==> src/rtl/cpu_run_ctrl.sv <==
// Run/load controller for the pipelined RISC-V core: synchronizes the byte strobe and loads program memory.
// It sequences run/halt/step; optional cycle counter enabled by defining CYCLE_COUNT_EN.
module cpu_run_ctrl #(
    parameter int IMEM_DEPTH = 16,
    parameter int ADDR_W     = 4
) (
    input  logic              clk,
    input  logic              rst_n,
    input  logic              ena,
    input  logic              strb_in,
    input  logic [1:0]        cmd,
    input  logic [7:0]        data_in,
    input  logic              halt_req,
    output logic              cpu_en,
    output logic              cpu_rst_n,
    output logic              imem_we,
    output logic [ADDR_W-1:0] imem_addr,
    output logic [31:0]       imem_wdata,
    output logic              load_done,
    output logic [2:0]        state_o,
    output logic [15:0]       cyc_cnt
);

    localparam logic [1:0] CMD_STOP = 2'b00;
    localparam logic [1:0] CMD_LOAD = 2'b01;
    localparam logic [1:0] CMD_RUN  = 2'b10;
    localparam logic [1:0] CMD_STEP = 2'b11;

    localparam logic [ADDR_W-1:0] LAST_ADDR = ADDR_W'(IMEM_DEPTH - 1);
    localparam logic [ADDR_W-1:0] ADDR_ONE  = ADDR_W'(1);

    typedef enum logic [2:0] {
        ST_IDLE = 3'd0,
        ST_LOAD = 3'd1,
        ST_RUN  = 3'd2,
        ST_HALT = 3'd3,
        ST_STEP = 3'd4
    } state_t;

    state_t              r_state;
    logic                r_sync1;
    logic                r_sync2;
    logic                r_sync3;
    logic [23:0]         r_word;
    logic [1:0]          r_byte_cnt;
    logic [ADDR_W-1:0]   r_addr;
    logic                r_imem_we;
    logic [31:0]         r_imem_wdata;
    logic                r_load_done;
    logic                r_cpu_en;
    logic                r_cpu_rst_n;

    state_t              w_state_nxt;
    logic                w_evt;
    logic                w_last_write;
    logic                w_load_entry;
    logic                w_byte_accept;
    logic                w_word_done;

    assign w_evt         = r_sync2 & ~r_sync3;
    assign w_last_write  = r_imem_we && (r_addr == LAST_ADDR);
    assign w_load_entry  = (w_state_nxt == ST_LOAD) && (r_state != ST_LOAD);
    assign w_byte_accept = w_evt && (cmd == CMD_LOAD) && (r_state == ST_LOAD) && (w_state_nxt == ST_LOAD);
    assign w_word_done   = w_byte_accept && (r_byte_cnt == 2'd3);

    // Next-state decode; halt_req in RUN wins over any same-cycle event.
    always_comb begin
        w_state_nxt = r_state;
        case (r_state)
            ST_IDLE: begin
                if (w_evt) begin
                    case (cmd)
                        CMD_LOAD: w_state_nxt = ST_LOAD;
                        CMD_RUN:  w_state_nxt = ST_RUN;
                        CMD_STEP: w_state_nxt = ST_STEP;
                        default:  w_state_nxt = r_state;
                    endcase
                end else begin
                    w_state_nxt = r_state;
                end
            end
            ST_LOAD: begin
                if (w_last_write) begin
                    w_state_nxt = ST_IDLE;
                end else if (w_evt && (cmd == CMD_STOP)) begin
                    w_state_nxt = ST_IDLE;
                end else begin
                    w_state_nxt = r_state;
                end
            end
            ST_RUN: begin
                if (halt_req) begin
                    w_state_nxt = ST_HALT;
                end else if (w_evt) begin
                    case (cmd)
                        CMD_STOP: w_state_nxt = ST_HALT;
                        CMD_LOAD: w_state_nxt = ST_LOAD;
                        default:  w_state_nxt = r_state;
                    endcase
                end else begin
                    w_state_nxt = r_state;
                end
            end
            ST_HALT: begin
                if (w_evt) begin
                    case (cmd)
                        CMD_RUN:  w_state_nxt = ST_RUN;
                        CMD_STEP: w_state_nxt = ST_STEP;
                        CMD_LOAD: w_state_nxt = ST_LOAD;
                        default:  w_state_nxt = r_state;
                    endcase
                end else begin
                    w_state_nxt = r_state;
                end
            end
            ST_STEP: w_state_nxt = ST_HALT;
            default: w_state_nxt = ST_IDLE;
        endcase
    end

    // State, synchronizer and load datapath; outputs are decoded from the next state.
    always_ff @(posedge clk or negedge rst_n) begin
        if (!rst_n) begin
            r_state      <= ST_IDLE;
            r_sync1      <= 1'b0;
            r_sync2      <= 1'b0;
            r_sync3      <= 1'b0;
            r_word       <= 24'd0;
            r_byte_cnt   <= 2'd0;
            r_addr       <= '0;
            r_imem_we    <= 1'b0;
            r_imem_wdata <= 32'd0;
            r_load_done  <= 1'b0;
            r_cpu_en     <= 1'b0;
            r_cpu_rst_n  <= 1'b0;
        end else if (ena) begin
            r_sync1     <= strb_in;
            r_sync2     <= r_sync1;
            r_sync3     <= r_sync2;
            r_state     <= w_state_nxt;
            r_cpu_en    <= (w_state_nxt == ST_RUN) || (w_state_nxt == ST_STEP);
            r_cpu_rst_n <= (w_state_nxt != ST_IDLE) && (w_state_nxt != ST_LOAD);
            r_imem_we   <= w_word_done;
            if (w_word_done) begin
                r_imem_wdata <= {data_in, r_word};
            end
            if (w_byte_accept) begin
                r_word <= {data_in, r_word[23:8]};
            end
            if ((w_state_nxt != ST_LOAD) || w_load_entry) begin
                r_byte_cnt <= 2'd0;
            end else if (w_byte_accept) begin
                r_byte_cnt <= r_byte_cnt + 2'd1;
            end
            // The address advances only after the write cycle; the last word wraps it to zero.
            if (w_load_entry) begin
                r_addr      <= '0;
                r_load_done <= 1'b0;
            end else if (r_imem_we) begin
                r_addr <= r_addr + ADDR_ONE;
                if (w_last_write) begin
                    r_load_done <= 1'b1;
                end
            end
        end
    end

`ifdef CYCLE_COUNT_EN
    logic [15:0] r_cyc_cnt;

    // Saturating count of enabled core cycles, restarted by each new load.
    always_ff @(posedge clk or negedge rst_n) begin
        if (!rst_n) begin
            r_cyc_cnt <= 16'd0;
        end else if (ena) begin
            if (w_load_entry) begin
                r_cyc_cnt <= 16'd0;
            end else if (r_cpu_en && (r_cyc_cnt != 16'hFFFF)) begin
                r_cyc_cnt <= r_cyc_cnt + 16'd1;
            end
        end
    end

    assign cyc_cnt = r_cyc_cnt;
`else
    assign cyc_cnt = 16'd0;
`endif

    assign cpu_en     = r_cpu_en & ena;
    assign imem_we    = r_imem_we & ena;
    assign cpu_rst_n  = r_cpu_rst_n;
    assign imem_addr  = r_addr;
    assign imem_wdata = r_imem_wdata;
    assign load_done  = r_load_done;
    assign state_o    = r_state;

endmodule

==> config.mk <==
export PLATFORM = sky130hd
export DESIGN_NAME = cpu_run_ctrl
export DESIGN_NICKNAME = d
export VERILOG_FILES = /design/src/rtl/cpu_run_ctrl.sv
export SDC_FILE = /design/constraint.sdc
export NUM_CORES = 1
export LEC_CHECK = 0
export ABC_AREA = 0
export CAP_MARGIN = 20
export CORE_MARGIN = 2
export CORE_UTILIZATION = 50
export CTS_CLUSTER_SIZE = 10
export DETAILED_ROUTE_END_ITERATION = 8
export PLACE_DENSITY_LB_ADDON = 0.05
export SYNTH_ARGS = -nofsm -noshare
export SYNTH_HDL_FRONTEND = slang
export SYNTH_SLANG_ARGS = --single-unit
==> constraint.sdc <==
create_clock -name clk -period 3.2 [get_ports clk]
set_input_delay 0.64 -clock clk [delete_from_list [all_inputs] [get_ports clk]]
set_output_delay 0.64 -clock clk [all_outputs]
set_load 0.01 [all_outputs]
Word level (Yosys, flattened, before mapping):

Cells that the tools add are included.

* $add $sub $neg: 2
* equality and inequality tests: 14
* reductions and logical operators: 22
* mux-type cells: 15
* bitwise operators: 4

Operators with widths (count)
* $mux 3: 5
* $pmux 3 s4: 1
* $eq 3x2->1 const B: 3
* $pmux 3 s3: 1
* $logic_and 1x1->1: 8
* $mux 4: 2
* $reduce_and 2->1: 4
* $eq 2x2->1 const B: 3
* $eq 3x1->1 const B: 2
* $eq 3x3->1 const B: 2
* $ne 3x1->1 const B: 2
* $pmux 3 s2: 1
* $reduce_bool 2->1: 3
* $add 4x1->4 const B: 1
* $eq 4x4->1 const B: 1
* $mux 2: 2
* $and 1x1->1: 3
* $logic_not 3->1: 1
* $mux 1: 3
* $reduce_and 3->1: 1
* $reduce_bool 3->1: 1
* $add 2x1->2 const B: 1
* $eq 2x1->1 const B: 1
* $logic_not 2->1: 1
* other kinds (3): 4

* output and inout bits: 59
* bits in registers: 72
* word-level logic and storage cells: 69

Depth between registers and ports, before layout:

* depth after elaboration: 11
* depth in mapped cells: 8
* mapped depth without buffers: 6

Worst setup path before layout:

Ideal clock, no wire load.

* path type: reg2reg
* from: register r_addr[0] (netlist: imem_addr[0])
* to: register r_imem_wdata[10] (netlist: imem_wdata[10])
* setup time: 0.125 ns
* arrival time: 2.210 ns
* data required time: 3.075 ns
* stages on the path, launching flop included: 8
* slack: 0.865 ns
* path buffers: 1
* path through: dfrtp_1 -> ha_1 -> and4_1 -> or4_4 -> nor3_4 -> nand2_2 -> buf_6 -> mux2_4

* longest elaborated chain between the ends: 8

RTL lines
* start: declaration: line 46 `logic [ADDR_W-1:0] r_addr;`
* start signal: assignment: line 160 `r_addr <= r_addr + ADDR_ONE;`
* $eq 4x4->1: line 61 `assign w_last_write = r_imem_we && (r_addr == LAST_ADDR);`
* $logic_and 1x1->1: line 61
* $mux 3: line 83 `if (w_last_write) begin`
* $pmux 3 s4: line 69 `case (r_state)`
* $eq 3x1->1: line 63 `assign w_byte_accept = w_evt && (cmd == CMD_LOAD) && (r_state == ST_LOAD) && (w_state_nxt == ST_LOAD);`
* $logic_and 1x1->1: line 63
* $logic_and 1x1->1: line 64 `assign w_word_done = w_byte_accept && (r_byte_cnt == 2'd3);`
* $reduce_and 2->1 (no line)
* end signal: assignment: line 145 `r_imem_wdata <= {data_in, r_word};`
* end: declaration: line 48 `logic [31:0] r_imem_wdata;`

Every way passes these cells.
A chain may end at the register's enable or synchronous reset.

Worst setup path in the final report:

* from: input ena
* to: output imem_we

* longest elaborated chain between the ends: 1

RTL lines
* start: declaration: line 9 `input logic ena,`
* $and 1x1->1: line 190 `assign imem_we = r_imem_we & ena;`
* end: declaration: line 16 `output logic imem_we,`

Every way passes these cells.

==> metrics <==
P&R area growth vs syn 24.6%; hold_buf cts 0; fmax 368 MHz; max-slew violations 0; Synth cell types 40; Ys Warns 0; synth top area cells dfrtp_1 (56%), mux2_4 (14%), nand2_1 (9.0%); Vias/cell 4.96; Crit. End Element output port; worst r2r dst r_word[5]$_DFFE_PN0P_; die area just over 0.007 sq mm; global route total overflow 0; I/O pin count 74; share of layout cells above drive strength 1 0.188; average size of a mapped cell 11.6 sq um; Final HPWL DP roughly 3900 microns; Worst-Skew Late Latency between 0.3 and 0.4 ns; fin crit period between 2 and 3 ns; # DRC 0; Fin Hold WS a little over 0.4 ns; CTS tree built; initial DRC count between 90 and 100; global router's overall resource usage 0.182; core area 0.00628 sq mm; # H-tree levels 3; Seq/Total Area, Yosys 0.561; Leakage approximately 0.0020 uW; die height around 84 microns; Logic pwr share 0.169; CP Launch Type primary input; Worst Skew just over 0.008 ns; Starting Density 0.511; Initial DRT Pass Iterations 4; Final period util 0.849; post-cts resize count 0; reg2reg setup slack ~0.75 ns; total number of vias 2073; MaxCap Viol Count 0; initial antenna violation count 0; ANT cells 0; Seq pwr share 0.501; CP Max Fanout 5; Slew HR 0.408; CTS root buf clkbuf_8; routed len/inst about 14 microns; status finished, final reports clean; Worst VDD drop between 0.0003 and 0.0004 V; Sw Pwr slightly below 700 uW; Sw Ratio 0.289; final setup vio count 0; first-pass GRT wire length between 10000 and 15000 microns; Worst-Margin Slew 0.888 ns; WS Path Type primary input to output port; top_reg_cell synth dfrtp_1; fraction of registers with async set or reset after synthesis 1.00; Placer Congestion between 0.8 and 0.9; Synth Register Bits just over 70; Critical Path RT 2.56 ns; Final Hold Violating Endpoints 0; Max Buffers Root-to-Sink 2; Die X-Extent approximately 84 microns; RR Startpoint imem_addr[0]$_DFFE_PN0P_; largest net degree at the start of global routing 73; Post-CTS Setup Bufs 0; FP Rows 29; Port Buffers between 50 and 60; setup_tns 0 ns; crit path DAT approximately 2.1 ns; worst r2r path cells 6; routed wire length around 5900 microns; CTS clk-pin slew, worst paths 0.07 ns; area leader, netlist dfrtp_1; EDFF count, synth 0; clk sink count between 70 and 80; Cell Area, Synth 0.00321 sq mm; Cell Int Power between 1500 and 2000 uW; Routed Antenna Nets 0; worst hold path class primary input to asynchronous set/reset pin; Yosys top cell area share 0.561; cts bufs inserted 9; post-synthesis cell count around 280; number of global-route vias before repair between 2000 and 2500; Clock Power Share 0.331; RSZ-0062 raised after global routing no; nets about 350; Power Density slightly below 600 mW/mm^2
[registers in the layout (all words and copies together) (netlist names), 2 cells and up]
register	flops
imem_wdata	32
r_word	24
imem_addr	4
state_o	3
r_byte_cnt	2
[cells in the final DEF (no fill, tap or decap), types with 2 or more instances in the layout]
| cell | netlist | final |
|---|---|---|
| nand2_1 | 77 | 77 |
| dfrtp_1 | 72 | 72 |
| clkdlybuf4s50_1 | 0 | 56 |
| mux2_4 | 29 | 29 |
| conb_1 | 1 | 16 |
| clkbuf_8 | 0 | 9 |
| o21ai_0 | 7 | 7 |
| a21oi_1 | 7 | 7 |
| mux2_2 | 7 | 7 |
| buf_4 | 17 | 7 |
| nor2_1 | 6 | 6 |
| inv_1 | 4 | 4 |
| nand2b_1 | 3 | 3 |
| and2_1 | 2 | 2 |
| nor2b_1 | 2 | 2 |
| xor2_1 | 2 | 2 |
| xnor2_1 | 2 | 2 |
| o41ai_1 | 2 | 2 |
| a31oi_1 | 2 | 2 |
| ha_1 | 2 | 2 |
| clkinvlp_4 | 0 | 2 |
| bufinv_16 | 0 | 2 |
| clkinv_2 | 0 | 2 |
[cell type report]
type                       instances  area [sq um]
tap                               77          96.3
multi-input combinational        185          1250
clock inverter                     7          93.8
fill                             500          2280
clock buffer                       9           124
inverter                           5          18.8
timing repair buffer              63           613
sequential                        72          1800
[cells in the mapped netlist (3+ instances only)]
cell	count
clkbuf_1	9
mux2_4	29
nand2_1	77
nand2b_1	3
mux2_2	7
o21ai_0	7
buf_6	3
a21oi_1	7
nor2_1	6
buf_4	17
inv_1	4
dfrtp_1	72
[stage by stage]
stage	cells	util	setup WS, ns	total power (uW)	area (sq um)
floorplan	291	-	0.865	1460	3270
detailed placement	402	0.602	0.460	1600	3780
global route	418	0.637	0.387	2510	4000
global placement	402	0.602	0.461	1600	3780
CTS	418	0.637	0.465	2390	4000
finish	418	0.637	0.484	2370	4000
[routing by layer]
layer / share of wire / GRT usage / vias to the layer above
li1: - / - / 1012
met3: 0.044 / 0.0393 / 8
met2: 0.45 / 0.259 / 47
met5: 0 / 0 / -
met4: 0.014 / 0.0792 / 0
met1: 0.49 / 0.269 / 1006
[cell families (layout without fill, tap and decap cells)]
kind of cell	after synthesis	after routing	synth area share
AO/OA/AOI/OAI	27	27	0.0561
adder cells (fa/ha/maj)	2	2	0.00779
AND/OR/NAND/NOR	100	100	0.136
XOR/XNOR	4	4	0.0109
multiplexers	36	36	0.160
buffers and inverters	34	84	0.0666
flip-flops	72	72	0.561
other	1	16	0.00117
[power by group through the flow]
stage	clock network [uW]	registers, uW	logic (uW)
2_1_floorplan	0	1150	309
3_3_place_gp	0	1200	395
3_5_place_dp	0	1200	401
4_1_cts	798	1190	405
5_1_grt	836	1210	462
6_report	783	1190	400
[critical path: stages]
cell and delay, ns:
clkdlybuf4s50_1 0.47, inv_1 0.07, nor2_1 0.28, clkdlybuf4s50_1 0.61
[how the worst max path moves through the flow]
| stage | start | end | depth (start not counted) |
|---|---|---|---|
| after global routing | ena | imem_we | 4 |
| final | ena | imem_we | 4 |
| after floorplan | imem_addr[0]$_DFFE_PN0P_ | imem_wdata[10]$_DFFE_PN0P_ | 7 |
| after global placement | ena | imem_we | 4 |
| after CTS | ena | imem_we | 4 |
| after detailed placement | cmd[1] | r_word[5]$_DFFE_PN0P_ | 6 |
(Power assumes the default switching activity.)
